### src/rtl/apb_req_arbiter.sv
// apb_req_arbiter: round-robin sharing of one APB master port among NUM_REQ
// CPU-side requesters, with a watchdog that aborts transfers the slave never
// completes.
module apb_req_arbiter #(
    parameter int NUM_REQ    = 4,
    parameter int ADDR_WIDTH = 32,
    parameter int DATA_WIDTH = 32,
    parameter int TIMEOUT    = 64
) (
    input  logic                            clk,
    input  logic                            rst,
    input  logic [NUM_REQ-1:0]              req,
    input  logic [NUM_REQ-1:0]              req_wr,
    input  logic [NUM_REQ-1:0]              req_strb,
    input  logic [NUM_REQ*ADDR_WIDTH-1:0]   req_addr,
    input  logic [NUM_REQ*DATA_WIDTH-1:0]   req_wdata,
    output logic [NUM_REQ-1:0]              gnt,
    output logic [NUM_REQ-1:0]              done,
    output logic                            rsp_err,
    output logic [DATA_WIDTH-1:0]           rsp_rdata,
    output logic                            m_trnsfr,
    output logic                            m_wr,
    output logic                            m_strb,
    output logic [ADDR_WIDTH-1:0]           m_address,
    output logic [DATA_WIDTH-1:0]           m_data_in,
    input  logic [DATA_WIDTH-1:0]           m_data_out,
    input  logic                            apb_sel,
    input  logic                            apb_enable,
    input  logic                            apb_ready,
    input  logic                            apb_slverr
);

    localparam int PTR_W = (NUM_REQ > 1) ? $clog2(NUM_REQ) : 1;
    localparam int WD_W  = $clog2(TIMEOUT);
    localparam logic [WD_W-1:0] WD_MAX  = WD_W'(TIMEOUT - 1);
    // The abort decision is taken one cycle before the count reaches
    // TIMEOUT-1, so that the registered done lands TIMEOUT cycles after the
    // transfer strobe.
    localparam logic [WD_W-1:0] WD_LAST = WD_W'(TIMEOUT - 2);

    typedef enum logic [1:0] {
        IDLE  = 2'd0,
        ISSUE = 2'd1,
        WAIT  = 2'd2
    } state_t;

    state_t                     r_state;
    state_t                     w_next;
    logic [PTR_W-1:0]           r_ptr;
    logic [PTR_W-1:0]           r_win;
    logic [WD_W-1:0]            r_wd;
    logic [NUM_REQ-1:0]         r_gnt;
    logic [NUM_REQ-1:0]         r_done;
    logic                       r_rspErr;
    logic [DATA_WIDTH-1:0]      r_rspRdata;
    logic                       r_mWr;
    logic                       r_mStrb;
    logic [ADDR_WIDTH-1:0]      r_mAddr;
    logic [DATA_WIDTH-1:0]      r_mData;

    logic [2*NUM_REQ-1:0]       w_reqDbl;
    logic [PTR_W-1:0]           w_winIdx;
    logic                       w_any;
    logic                       w_complete;
    logic                       w_timeout;
    logic                       w_finish;

    assign w_reqDbl   = {req, req};
    assign w_any      = |req;
    assign w_complete = apb_sel & apb_enable & apb_ready;
    assign w_timeout  = (r_wd == WD_LAST);
    assign w_finish   = (r_state == WAIT) & (w_complete | w_timeout);

    assign gnt       = r_gnt;
    assign done      = r_done;
    assign rsp_err   = r_rspErr;
    assign rsp_rdata = r_rspRdata;
    assign m_trnsfr  = (r_state == ISSUE);
    assign m_wr      = r_mWr;
    assign m_strb    = r_mStrb;
    assign m_address = r_mAddr;
    assign m_data_in = r_mData;

    // Round-robin pick: lowest set bit of the doubled request vector above the last winner.
    always_comb begin
        w_winIdx = '0;
        for (int j = 2*NUM_REQ-1; j >= 0; j--) begin
            if (w_reqDbl[j] && (j > int'(r_ptr))) begin
                w_winIdx = (j >= NUM_REQ) ? PTR_W'(j - NUM_REQ) : PTR_W'(j);
            end
        end
    end

    // FSM state register.
    always_ff @(posedge clk or posedge rst) begin
        if (rst) begin
            r_state <= IDLE;
        end else begin
            r_state <= w_next;
        end
    end

    // FSM next-state: arbitrate, strobe for one cycle, then wait for completion or abort.
    always_comb begin
        w_next = r_state;
        case (r_state)
            IDLE:    if (w_any) w_next = ISSUE;
            ISSUE:   w_next = WAIT;
            WAIT:    if (w_finish) w_next = IDLE;
            default: w_next = IDLE;
        endcase
    end

    // Grant, command latch, watchdog and response registers.
    always_ff @(posedge clk or posedge rst) begin
        if (rst) begin
            r_ptr      <= PTR_W'(NUM_REQ - 1);
            r_win      <= '0;
            r_wd       <= '0;
            r_gnt      <= '0;
            r_done     <= '0;
            r_rspErr   <= 1'b0;
            r_rspRdata <= '0;
            r_mWr      <= 1'b0;
            r_mStrb    <= 1'b0;
            r_mAddr    <= '0;
            r_mData    <= '0;
        end else begin
            r_done <= '0;
            case (r_state)
                IDLE: begin
                    if (w_any) begin
                        r_win   <= w_winIdx;
                        r_gnt   <= NUM_REQ'(1) << w_winIdx;
                        r_mWr   <= req_wr[w_winIdx];
                        r_mStrb <= req_strb[w_winIdx];
                        r_mAddr <= req_addr[int'(w_winIdx)*ADDR_WIDTH +: ADDR_WIDTH];
                        r_mData <= req_wdata[int'(w_winIdx)*DATA_WIDTH +: DATA_WIDTH];
                    end
                end
                ISSUE: begin
                    r_wd <= '0;
                end
                WAIT: begin
                    if (r_wd != WD_MAX) begin
                        r_wd <= r_wd + WD_W'(1);
                    end
                    if (w_complete) begin
                        r_done   <= r_gnt;
                        r_rspErr <= apb_slverr;
                        if (!r_mWr) begin
                            r_rspRdata <= m_data_out;
                        end
                    end else if (w_timeout) begin
                        r_done   <= r_gnt;
                        r_rspErr <= 1'b1;
                    end
                    if (w_finish) begin
                        r_gnt <= '0;
                        r_ptr <= r_win;
                    end
                end
                default: ;
            endcase
        end
    end

endmodule
### config.mk
export PLATFORM = sky130hd
export DESIGN_NAME = apb_req_arbiter
export DESIGN_NICKNAME = d
export VERILOG_FILES = /design/src/rtl/apb_req_arbiter.sv
export SDC_FILE = /design/constraint.sdc
export NUM_CORES = 1
export LEC_CHECK = 0
export BUFFER_PORTS_ARGS = -buffer_cell sky130_fd_sc_hd__buf_2
export CORE_AREA = 4 4 157 159
export DETAILED_ROUTE_END_ITERATION = 12
export DIE_AREA = 0 0 161 163
export GPL_TIMING_DRIVEN = 0
export SLEW_MARGIN = 20
export SYNTH_ARGS = -nofsm -noshare
export SYNTH_HDL_FRONTEND = slang
export SYNTH_SLANG_ARGS = --single-unit
### constraint.sdc
create_clock -name clk -period 4.03 [get_ports clk]
set_input_delay 0 -clock clk [delete_from_list [all_inputs] [get_ports clk]]
set_output_delay 0 -clock clk [all_outputs]
set_load 0.005 [all_outputs]
# Word-level counts from Yosys, hierarchy flattened
# Index checks and enable logic that the tools add are counted.
# Widths: inputs -> output; s select.
[classes]
mux = 24
shifts = 3
n_reduce_logical = 15
n_lt_le_gt_ge = 4
eq_ne = 7
bitwise = 5
addsub = 1
[ops]
columns = ["cell", "n"]
rows = [
  ["$shiftx 128x8->32", 2],
  ["$mux 4", 5],
  ["$mux 2", 9],
  ["$pmux 6 s2", 1],
  ["$reduce_and 2->1", 5],
  ["$pmux 4 s2", 1],
  ["$add 6x1->6 const B", 1],
  ["$eq 6x6->1 const B", 1],
  ["$mux 6", 1],
  ["$ne 6x6->1 const B", 1],
  ["$pmux 2 s3", 1],
  ["$reduce_and 3->1", 2],
  ["$reduce_bool 2->1", 3],
  ["$bmux 1 s2", 2],
  ["$gt 2x2->1 const A", 2],
  ["$mux 1", 4],
  ["$ne 2x2->1 const B", 2],
  ["$reduce_or 4->1", 1],
  ["$shl 1x2->4 const A", 1],
  ["$and 1x1->1", 3],
  ["$logic_and 1x1->1", 3],
  ["$lt 2x3->1 const B", 1],
  ["$eq 2x1->1 const B", 1],
  ["$eq 2x2->1 const B", 1],
  ["other kinds (5)", 5],
]
[word_totals]
output_inout_bits = 108
inputBits = 306
elab_cells = 71
register_bits = 119

# Depth between registers and ports, before layout
# Gate-level depths: netlist of run 1.
[logic_depth]
word_depth = 10
depth_mapped = 8
depth_no_buf = 6

# Least setup slack after synthesis of run 1
# Ideal clock, no wire load.
[synth_timing]
path_kind = "flip-flop to flip-flop"
start = "register r_ptr[1]"
end = "register r_mData[0], in the netlist m_data_in[0]"
required_ps = 3898
t_arrival_ps = 1780
setup_ps = 132
path_stages_with_launch = 9
setup_slack_ps = 2118
period_less_slack_ps = 1912
path_buffers = 3
path_cell_list = "dfstp_2 > buf_6 > mux2_4 > a32oi_4 > buf_6 > buf_4 > a21boi_0 > o21ai_0 > a21oi_1"
[synth_via]
elab_chain_cells = 6
word_cells_on_any_way = 10
cone_classes = "order compare: 3; shift: 1; mux: 3; reduce/logical: 3"
[synth_lines]
columns = ["element", "line", "text"]
rows = [
  ["start, declared", "49", "logic [PTR_W-1:0] r_ptr;"],
  ["start signal, assigned", "117", "r_ptr <= PTR_W'(NUM_REQ - 1);"],
  ["start signal, assigned", "160", "r_ptr <= r_win;"],
  ["$gt 2x2->1", "88", "if (w_reqDbl[j] && (j > int'(r_ptr))) begin"],
  ["$logic_and 1x1->1", "88", ""],
  ["$mux 2 (2 in series)", "88", ""],
  ["$mux 2 *", "88", ""],
  ["$shiftx 128x8->32 *", "138", "r_mData <= req_wdata[int'(w_winIdx)*DATA_WIDTH +: DATA_WIDTH];"],
  ["end signal, assigned", "138", ""],
  ["end, declared", "59", "logic [DATA_WIDTH-1:0] r_mData;"],
]
# Every way passes the cells marked *; elsewhere a longest branch is shown, timed or not.
# A chain may end at the register's enable or synchronous reset.

# Final worst setup path of run 1
[layout_timing]
start = "register r_ptr[1]"
end = "register r_mData[12], in the netlist m_data_in[12]"
# The elaborated chain is that of the path after synthesis.

==> key figures, run 1 <==
Detailed routing
  • Drt initial violations: 465
  • WL final: 32700 µm
  • WL per Instance: 19.8 µm
  • Detailed Routing Iterations Pass 1: 6
  • Via/cell ratio: 5.02
  • Drc violations: 0
  • Vias: 8312
  • Antenna-violating nets left: 0

Placed design
  • Port Buffers: 412
  • DP Area: 9150 µm²
  • Setup WS pre-CTS: 1370 ps
  • GP Congestion: 0.880
  • DP HPWL: 23800 µm

Timing
  • Period Utilization, post-route: 0.875
  • Max Fclk: 283 MHz
  • Worst slew margin: 0.384
  • Post-route setup slack: 502 ps
  • Hold Slack: 21.1 ps
  • Final Max Tran Viols: 0
  • Setup-failing EPs final: 0
  • Max Clock Skew: 11.5 ps
  • RSZ-0062 raised after global routing: no
  • Min cycle time layout: 3530 ps
  • Worst slew pin tran: 924 ps
  • Final hold violations: 0
  • Setup TNS Final: 0 ps

Pwr
  • LEAKAGE: 0.00560 µW
  • Pwr Total: 7720 µW
  • IR drop worst, VDD: 0.000257 V
  • Power Dens Cells: 672 nW/µm²

Yosys
  • Synthesized flop and latch total: 119
  • Top-area cell type share of the netlist area: 0.440
  • Mapped Cells: 714
  • Number of synthesized flops with an enable pin: 0
  • Avg Synthesized Cell Area: 9.32 µm²
  • Synth cell types: 47
  • Nets in the synthesized netlist: 1022
  • Synth Flop Type: dfrtp_1
  • Synth area leader: dfrtp_1
  • Top post-synthesis cells by area: dfrtp_1 (44%), a221oi_1 (8.7%), a21boi_0 (7.7%)
  • Sequential area share after synthesis: 0.448
  • Synth Warn #: 0
  • Post-synth ARST share: 1.00
  • Mapped cell area: 6660 µm²

Min path
  • Hold Crit Class: in -> reg

Clock tree
  • Post-CTS setup buffers: 0
  • Clock sink total: 119
  • Clk_lat worst skew: 410 ps
  • CTS max path bufs: 2
  • Max H-tree Level: 4
  • CTS tree: done
  • Num CTS Buffers: 17
  • Clock root buffer: clkbuf_16
  • Post-CTS sizing: 0
  • Clock transition at path regs: 70 ps

Global routing
  • Total Routing Usage GR: 0.240
  • Number of global-route vias before repair: 8624
  • GRT overflow: 0
  • First-pass GRT wire length: 49100 µm
  • Initial antenna violation count: 5
  • Pin count of the biggest net entering global routing: 67

Floorplan
  • FP Rows: 56
  • # IOs: 414
  • Die Span Y: 163 µm
  • Core box area: 23300 µm²
  • Initial core utilization: 0.286
  • Overall die area: 26200 µm²
  • Chip Width: 161 µm

Run status
  • Status: complete, no violations

Setup path
  • Worst Setup Path Type: reg -> reg
  • Worst path arrival time: 3870 ps
  • CP max FO: 10
  • Crit end category: flop
  • Setup crit start kind: flop
  • Required @ worst endpoint: 4380 ps

Final layout
  • Post-route cell area: 11500 µm²
  • Layout cell share with drive strength beyond 1: 0.382
  • Layout area overhead: 72.5%
  • Fin nets: 1626

Run
  • Number of max-cap violations: 0
metal layers:
metal	GRT usage	vias up	part of all wire
met4	0.0752	2	0.023
met2	0.421	375	0.50
met1	0.290	4006	0.41
met5	0	-	0.00040
met3	0.0595	50	0.071
li1	-	3879	-
cells by family (layout without fill, tap and decap cells):
family,count (synthesis),after routing,synth area share
compound gates,301,301,0.301
simple gates,179,179,0.134
flops,119,119,0.448
buf+inv,79,696,0.0554
mux,34,34,0.0581
fa+ha+maj,2,2,0.00376
other cells,0,6,0
state kept, by name, summed over array words and instances (netlist names):
| register | flops |
|---|---|
| m_address | 32 |
| m_data_in | 32 |
| rsp_rdata | 32 |
| r_wd | 6 |
| done | 4 |
| gnt | 4 |
| r_ptr | 2 |
| r_state | 2 |
| r_win | 2 |
| m_strb | 1 |
| m_wr | 1 |
| rsp_err | 1 |
cells in the mapped netlist, types with 4 or more instances:
master    number
clkbuf_1      47
buf_6          6
nand2_1       14
o21ai_1       56
and2_1         4
buf_2         10
nor2_1        76
mux2_2        33
a21oi_1       73
a221oi_1      66
dfrtp_1      117
a21boi_0      68
inv_1          6
and3_1        67
o21ai_0       22
cell type report:
class                           instances  area (µm²)
Clock buffer                           19         453
Antenna cell                            6        15.0
Inverter                                8        35.0
Tap cell                              319         399
Clock inverter                         13         145
Fill cell                            2259       11800
Timing Repair Buffer                  585        3810
Multi-Input combinational cell        516        3310
Buffer                                 71         339
Sequential cell                       119        2980
critical path, stage by stage, from the launching register on:
cell and delay [ps]:
dfstp_2 520, buf_6 130, o21ai_0 90, a21boi_1 440
buf_2 410, buf_1 420, a221oi_1 130, dlygate4sd3_1 590
a21oi_1 140, dlygate4sd3_1 570
repair_timing:
item                                    4_1_cts  5_1_grt
hold endpoints to repair                    153        0
endpoints found under the setup margin        0        0
hold buffers                                172        0
final timing paths:
path | from | endpoint | slack [ps] | cells after the start
worst max-delay path | r_ptr[1] | m_data_in[12] | 500 | 9
worst min-delay path | req_wdata[42] | m_data_in[10] | 20 | 4
worst max register to register | r_ptr[1] | m_data_in[12] | 500 | 9
worst min register to register | r_win[1] | r_win[1] | 480 | 2
max in group asynchronous | rst | r_ptr[1] | 3090 | 4
min in group asynchronous | rst | rsp_rdata[6] | 200 | 3
power breakdown:
group | internal (µW) | switching [µW]
Clock | 950 | 615
Combinational | 1920 | 2120
Sequential | 1770 | 345
Total | 4640 | 3080
metrics by stage:
stage / instances / util
global placement: 1445 / 0.392
global route: 1653 / 0.493
finish: 1656 / 0.494
detailed placement: 1446 / 0.393
floorplan: 714 / -
CTS: 1650 / 0.493
placed cells by master (no fill, tap or decap), types with 2 or more instances in the layout:
cell / n
inv_6: 3
inv_1: 5
buf_6: 6
o21ai_1: 56
mux2_2: 33
clkinvlp_4: 3
bufinv_16: 2
and2_1: 4
nand2b_1: 2
a21oi_1: 73
dlygate4sd3_1: 172
nor2b_1: 3
nand3_1: 3
dfrtp_1: 117
clkbuf_8: 2
dfstp_2: 2
a221oi_1: 66
nand2_1: 14
clkinv_2: 2
and3_1: 67
ha_1: 2
nor2_1: 76
buf_4: 3
clkinv_4: 4
buf_2: 422
nor3_1: 2
nand4_1: 3
diode_2: 6
o21ai_0: 22
clkbuf_16: 17
clkbuf_1: 47
buf_1: 2
nand3b_1: 2
a22o_1: 2
a21boi_0: 68
clkbuf_2: 3
Note: power is estimated with default switching activity, not from simulation.
==> inputs of run 2 (changes only) <==
--- a/config.mk
+++ b/config.mk
@@ -5,7 +5,7 @@
 export SDC_FILE = /design/constraint.sdc
 export NUM_CORES = 1
 export LEC_CHECK = 0
-export BUFFER_PORTS_ARGS = -buffer_cell sky130_fd_sc_hd__buf_2
+export BUFFER_PORTS_ARGS = -buffer_cell sky130_fd_sc_hd__buf_4
 export CORE_AREA = 4 4 157 159
 export DETAILED_ROUTE_END_ITERATION = 12
 export DIE_AREA = 0 0 161 163
==> run 2 against run 1 <==
Against the previous run:
- power grew 4.7%
- via count is essentially flat
- die area is the same
- clock skew grew 5.8 ps
- global-route usage grew 0.79 points
- critical path depth is the same
- count of clock-buffer cells in the layout shrank 2
==> key figures, run 2 (synthesis gave the netlist of run 1 again) <==
Setup path
  • Setup crit start kind: flop (unchanged)
  • Crit end category: flop (unchanged)
  • Worst Setup Path Type: reg -> reg (unchanged)
  • Required @ worst endpoint: 4380 ps (about the same)
  • Crit path from: r_ptr[1] (unchanged)
  • Reg-to-reg startpoint: r_ptr[1] (unchanged)
  • CP max FO: 10 (unchanged)
  • Worst path arrival time: 3870 ps (about the same)

Final layout
  • Fillers: 2201 (was 2259)
  • Layout cell share with drive strength beyond 1: 0.382 (about the same)
  • Commonest cells after routing, fill and taps aside: buf_4 (415), dlygate4sd3_1 (170), dfrtp_1 (117), nor2_1 (76), a21oi_1 (73) (was buf_2 (422), dlygate4sd3_1 (172), dfrtp_1 (117), nor2_1 (76), a21oi_1 (73))
  • Commonest non-fill, non-tap cell in the layout: buf_4 (was buf_2)
  • Register area: 2980 µm² (unchanged)
  • Multi-input combinational cell area: 3310 µm² (unchanged)
  • Layout area overhead: 87.5% (was 72.5%)
  • Fin nets: 1624 (was 1626)
  • Post-route cell area: 12500 µm² (was 11500 µm²)

Timing
  • RSZ-0062 raised after global routing: no (unchanged)
  • Final Max Tran Viols: 0 (unchanged)
  • Max Fclk: 284 MHz (was 283 MHz)
  • Setup-failing EPs final: 0 (unchanged)
  • Worst slew pin tran: 838 ps (was 924 ps)
  • Final hold violations: 0 (unchanged)
  • Max Clock Skew: 17.3 ps (was 11.5 ps)
  • Worst slew margin: 0.442 (was 0.384)
  • Min cycle time layout: 3520 ps (was 3530 ps)
  • Period Utilization, post-route: 0.874 (was 0.875)
  • Setup TNS Final: 0 ps (unchanged)

Floorplan
  • Die Span Y: 163 µm (unchanged)
  • # IOs: 414 (unchanged)
  • Chip Width: 161 µm (unchanged)
  • Initial core utilization: 0.286 (unchanged)
  • Overall die area: 26200 µm² (unchanged)
  • FP Rows: 56 (unchanged)
  • Core box area: 23300 µm² (unchanged)

Placed design
  • GP Congestion: 0.878 (was 0.880)
  • DP HPWL: 24700 µm (was 23800 µm)
  • DP Area: 10200 µm² (was 9150 µm²)
  • Port Buffers: 412 (unchanged)

Clock tree
  • Max H-tree Level: 4 (unchanged)
  • Post-CTS setup buffers: 0 (unchanged)
  • Clock transition at path regs: 60 ps (was 70 ps)
  • Num CTS Buffers: 17 (unchanged)
  • Post-CTS sizing: 0 (unchanged)
  • Clock root buffer: clkbuf_16 (unchanged)
  • Clock sink total: 119 (unchanged)
  • CTS Hold Buffers Added: 170 (was 172)
  • Clk_lat worst skew: 420 ps (was 410 ps)
  • CTS max path bufs: 2 (unchanged)
  • CTS tree: done (unchanged)

Detailed routing
  • Antenna-violating nets left: 0 (unchanged)
  • Detailed Routing Iterations Pass 1: 5 (was 6)
  • WL final: 33800 µm (was 32700 µm)
  • WL per Instance: 20.5 µm (was 19.8 µm)
  • Drc violations: 0 (unchanged)
  • Vias: 8319 (was 8312)
  • Via/cell ratio: 5.04 (was 5.02)
  • Drt initial violations: 416 (was 465)

Pwr
  • LEAKAGE: 0.00594 µW (was 0.00560 µW)
  • IR drop worst, VDD: 0.000228 V (was 0.000257 V)
  • Power Dens Cells: 647 nW/µm² (was 672 nW/µm²)

Global routing
  • Total Routing Usage GR: 0.247 (was 0.240)
  • GRT overflow: 0 (unchanged)
  • Pin count of the biggest net entering global routing: 67 (unchanged)
  • First-pass GRT wire length: 50300 µm (was 49100 µm)
  • Number of global-route vias before repair: 8760 (was 8624)
  • Initial antenna violation count: 1 (was 5)

Min path
  • Hold Startpoint: req_wdata[14] (was req_wdata[42])
  • Hold Crit Class: in -> reg (unchanged)

Run
  • Number of max-cap violations: 0 (unchanged)

Run status
  • Status: complete, no violations (unchanged)
[run 2: cell types whose count changed in the layout (fill, tap and decap cells not counted), moves of 2 or more]
cell | before | now
buf_2 | 422 | 10
clkbuf_8 | 2 | 0
buf_4 | 3 | 415
inv_8 | 0 | 3
diode_2 | 6 | 1
dlygate4sd3_1 | 172 | 170
[run 2: worst paths after layout]
kind	cells after the start	slack [ps]	end
worst max-delay path	9	510	m_data_in[12]
max in group asynchronous	4	3160	r_ptr[0]
worst min register to register	2	480	r_win[1]
worst max register to register	9	510	m_data_in[12]
min in group asynchronous	3	160	rsp_rdata[6]
worst min-delay path	4	30	m_data_in[14]
[run 2: power by group]
| group | leakage [µW] | internal (µW) | switching (µW) |
|---|---|---|---|
| Clock | 0.000288 | 928 | 639 |
| Combinational | 0.00422 | 2240 | 2130 |
| Sequential | 0.00143 | 1770 | 373 |
| Total | 0.00594 | 4940 | 3140 |
[run 2: per-stage QoR]
step / instances / setup WS [ps] / utilization / hold WS, ps / total power (µW)
2_1_floorplan: 714 / 876 / - / 148 / 3990
3_3_place_gp: 1445 / -841 / 0.436 / 235 / 5850
3_5_place_dp: 1446 / 1430 / 0.438 / 49.2 / 5910
4_1_cts: 1648 / 506 / 0.536 / 2.43 / 8080
5_1_grt: 1649 / 300 / 0.537 / 20.5 / 8640
6_report: 1649 / 509 / 0.537 / 29.0 / 8080
[run 2: layout make-up]
type / instances / area share
well taps: 319 / 0.0320
inverters: 8 / 0.00301
plain buffers: 71 / 0.0272
diodes: 1 / 0.000200
flip-flops and latches: 119 / 0.239
clock inverters: 15 / 0.0135
repair buffers: 583 / 0.386
multi-input cells: 516 / 0.265
clock buffers: 17 / 0.0341
[run 2: metal layers]
metal | wire, µm | share of wire | vias up | track usage
met5 | 0 | 0 | - | 0
met4 | 1250 | 0.037 | 0 | 0.0969
met3 | 2700 | 0.080 | 75 | 0.0711
met2 | 16600 | 0.49 | 423 | 0.433
met1 | 13300 | 0.39 | 3946 | 0.287
li1 | - | - | 3875 | -
[run 2: critical path, cell delays in order (launching register included)]
cell	delay [ps]
dfstp_2	520
buf_6	130
o21ai_0	90
a21boi_1	440
buf_2	410
buf_1	440
a221oi_1	150
dlygate4sd3_1	600
a21oi_1	110
dlygate4sd3_1	550
==> inputs of run 3 (changes only) <==
--- a/config.mk
+++ b/config.mk
@@ -6,10 +6,11 @@
 export NUM_CORES = 1
 export LEC_CHECK = 0
 export BUFFER_PORTS_ARGS = -buffer_cell sky130_fd_sc_hd__buf_4
-export CORE_AREA = 4 4 157 159
+export CORE_AREA = 2 2 159 161
 export DETAILED_ROUTE_END_ITERATION = 12
 export DIE_AREA = 0 0 161 163
 export GPL_TIMING_DRIVEN = 0
+export REMOVE_ABC_BUFFERS = 1
 export SLEW_MARGIN = 20
 export SYNTH_ARGS = -nofsm -noshare
 export SYNTH_HDL_FRONTEND = slang
==> run 3 against run 2 <==
Against the previous run:
- utilization decreased by 2.4 points
- power increased by 0.61%
- clock power increased by 4%
- count of clock-buffer cells in the layout increased by 1
- routed wire length decreased by 15%
- sequential cell count unchanged
- via count decreased by 4.0%
- critical path depth decreased by 2
- combinational power about the same
- highest routed layer unchanged
==> key figures, run 3 (synthesis gave the netlist of run 1 again) <==
Setup path
  • CP max FO: 42 (was 10)
  • Number of cells on the worst reg-to-reg path: 7 (was 9)
  • Worst path arrival time: 3330 ps (was 3870 ps)
  • Crit end category: flop (unchanged)
  • R2r endpoint: m_data_in[1] (was m_data_in[12])
  • Reg-to-reg startpoint: r_ptr[1] (unchanged)
  • Flop2flop setup slack: 990 ps (was 510 ps)
  • Setup crit start kind: flop (unchanged)
  • Crit path from: r_ptr[1] (unchanged)
  • Required @ worst endpoint: 4320 ps (was 4380 ps)
  • Worst Setup EP: m_data_in[1] (was m_data_in[12])
  • Worst Setup Path Type: reg -> reg (unchanged)

Final layout
  • Register area: 2980 µm² (unchanged)
  • Fillers: 2252 (was 2201)
  • Commonest cells after routing, fill and taps aside: buf_4 (413), dlygate4sd3_1 (169), dfrtp_1 (117), nor2_1 (75), a21oi_1 (73) (was buf_4 (415), dlygate4sd3_1 (170), dfrtp_1 (117), nor2_1 (76), a21oi_1 (73))
  • Final cell count without fillers: 1606 (was 1649)
  • Fin nets: 1570 (was 1624)
  • Commonest non-fill, non-tap cell in the layout: buf_4 (unchanged)
  • Layout cell share with drive strength beyond 1: 0.399 (was 0.382)
  • Multi-input combinational cell area: 3350 µm² (was 3310 µm²)
  • Layout area overhead: 89.9% (was 87.5%)

Detailed routing
  • WL final: 28800 µm (was 33800 µm)
  • WL per Instance: 18.0 µm (was 20.5 µm)
  • Via/cell ratio: 4.97 (was 5.04)
  • Drt initial violations: 404 (was 416)
  • Detailed Routing Iterations Pass 1: 5 (unchanged)
  • Vias: 7983 (was 8319)
  • Drc violations: 0 (unchanged)
  • Antenna-violating nets left: 0 (unchanged)

Placed design
  • Setup WS pre-CTS: 1290 ps (was 1430 ps)
  • GP Congestion: 0.793 (was 0.878)
  • Placed Cells incl. Taps: 1404 (was 1446)
  • DP HPWL: 19700 µm (was 24700 µm)
  • Port Buffers: 413 (was 412)

Floorplan
  • # IOs: 414 (unchanged)
  • Die Span Y: 163 µm (unchanged)
  • Overall die area: 26200 µm² (unchanged)
  • Core box area: 24700 µm² (was 23300 µm²)
  • Initial core utilization: 0.270 (was 0.286)
  • Chip Width: 161 µm (unchanged)
  • FP Rows: 58 (was 56)

Global routing
  • Total Routing Usage GR: 0.214 (was 0.247)
  • Pin count of the biggest net entering global routing: 74 (was 67)
  • First-pass GRT wire length: 44200 µm (was 50300 µm)
  • Number of global-route vias before repair: 8086 (was 8760)
  • Initial antenna violation count: 1 (unchanged)
  • GRT overflow: 0 (unchanged)

Timing
  • Final hold violations: 0 (unchanged)
  • Worst slew margin: 0.490 (was 0.442)
  • Setup-failing EPs final: 0 (unchanged)
  • Setup TNS Final: 0 ps (unchanged)
  • Min cycle time layout: 3040 ps (was 3520 ps)
  • Worst slew pin tran: 765 ps (was 838 ps)
  • Max Fclk: 329 MHz (was 284 MHz)
  • Hold Slack: 16.3 ps (was 29.0 ps)
  • Final Max Tran Viols: 0 (unchanged)
  • Max Clock Skew: 9.95 ps (was 17.3 ps)
  • RSZ-0062 raised after global routing: no (unchanged)
  • Post-route setup slack: 990 ps (was 509 ps)
  • Period Utilization, post-route: 0.754 (was 0.874)

Clock tree
  • Post-CTS setup buffers: 0 (unchanged)
  • CTS tree: done (unchanged)
  • Clock root buffer: clkbuf_16 (unchanged)
  • Clock transition at path regs: 70 ps (was 60 ps)
  • CTS max path bufs: 2 (unchanged)
  • Max H-tree Level: 4 (unchanged)
  • Clk_lat worst skew: 410 ps (was 420 ps)
  • Clock sink total: 119 (unchanged)
  • Num CTS Buffers: 17 (unchanged)

Run
  • Number of max-cap violations: 0 (unchanged)

Pwr
  • Power Dens Cells: 643 nW/µm² (was 647 nW/µm²)
  • IR drop worst, VDD: 0.000309 V (was 0.000228 V)
  • LEAKAGE: 0.00598 µW (was 0.00594 µW)

Run status
  • Status: complete, no violations (unchanged)

Min path
  • Hold Crit Class: in -> reg (unchanged)
run 3: cell types whose count changed in the layout (fill, tap and decap cells not counted), sizes merged:
cell	change
bufinv	+1
clkinv	-4
buf	-3
clkinvlp	+1
clkbuf	-49
dlygate4sd3	-1
inv	+1
run 3: what timing repair did:
item                                    4_1_cts  5_1_grt
hold endpoints to repair                    164        0
hold buffers                                169        0
resized for setup                             0        0
endpoints found under the setup margin        0        0
run 3: area by class of cell:
cell class	instances	area share
Timing Repair Buffer	600	0.414
Inverter	8	0.00317
Clock inverter	14	0.0146
Tap cell	330	0.0327
Multi-Input combinational cell	516	0.265
Clock buffer	18	0.0347
Sequential cell	119	0.236
Antenna cell	1	0.000198
run 3: power breakdown:
group	leakage, µW	switching (µW)	internal (µW)	total (µW)
Clock	0.000297	633	1010	1640
Sequential	0.00143	365	1770	2140
Combinational	0.00425	2000	2350	4350
Total	0.00598	3000	5130	8130
run 3: worst min-delay path by stage:
stage                   start             to  slack (ps)  depth (start not counted)
5_1_grt         req_wdata[36]   m_data_in[4]           8                          4
4_1_cts          req_addr[48]  m_address[16]           1                          4
6_report        req_wdata[47]  m_data_in[15]          20                          4
2_1_floorplan      apb_slverr        rsp_err         150                          1
3_5_place_dp              rst  rsp_rdata[17]          30                          2
3_3_place_gp   m_data_out[14]  rsp_rdata[14]         240                          2
run 3: critical path, cell delays in order, from the launching register on:
cell           delay (ps)
dfstp_2               650
a21oi_1               110
o211a_4               380
buf_12                240
a221oi_1              300
dlygate4sd3_1         590
a21oi_1                70
dlygate4sd3_1         560
run 3: metrics by stage:
step	instance area [µm²]	utilization	power, µW
floorplan	6320	-	3820
global placement	9830	0.398	5610
detailed placement	10300	0.418	5900
CTS	12600	0.512	8160
global route	12600	0.512	8700
finish	12600	0.512	8130
run 3: layer usage:
layer  share of wire  global-route usage  routed length [µm]  vias to the layer above
met5               0                   0                   0                        -
met1            0.41               0.257               11700                     3825
met3           0.069              0.0553                1990                       41
met4           0.022              0.0706                 627                        0
li1                -                   -                   -                     3778
met2            0.50               0.374               14500                      339
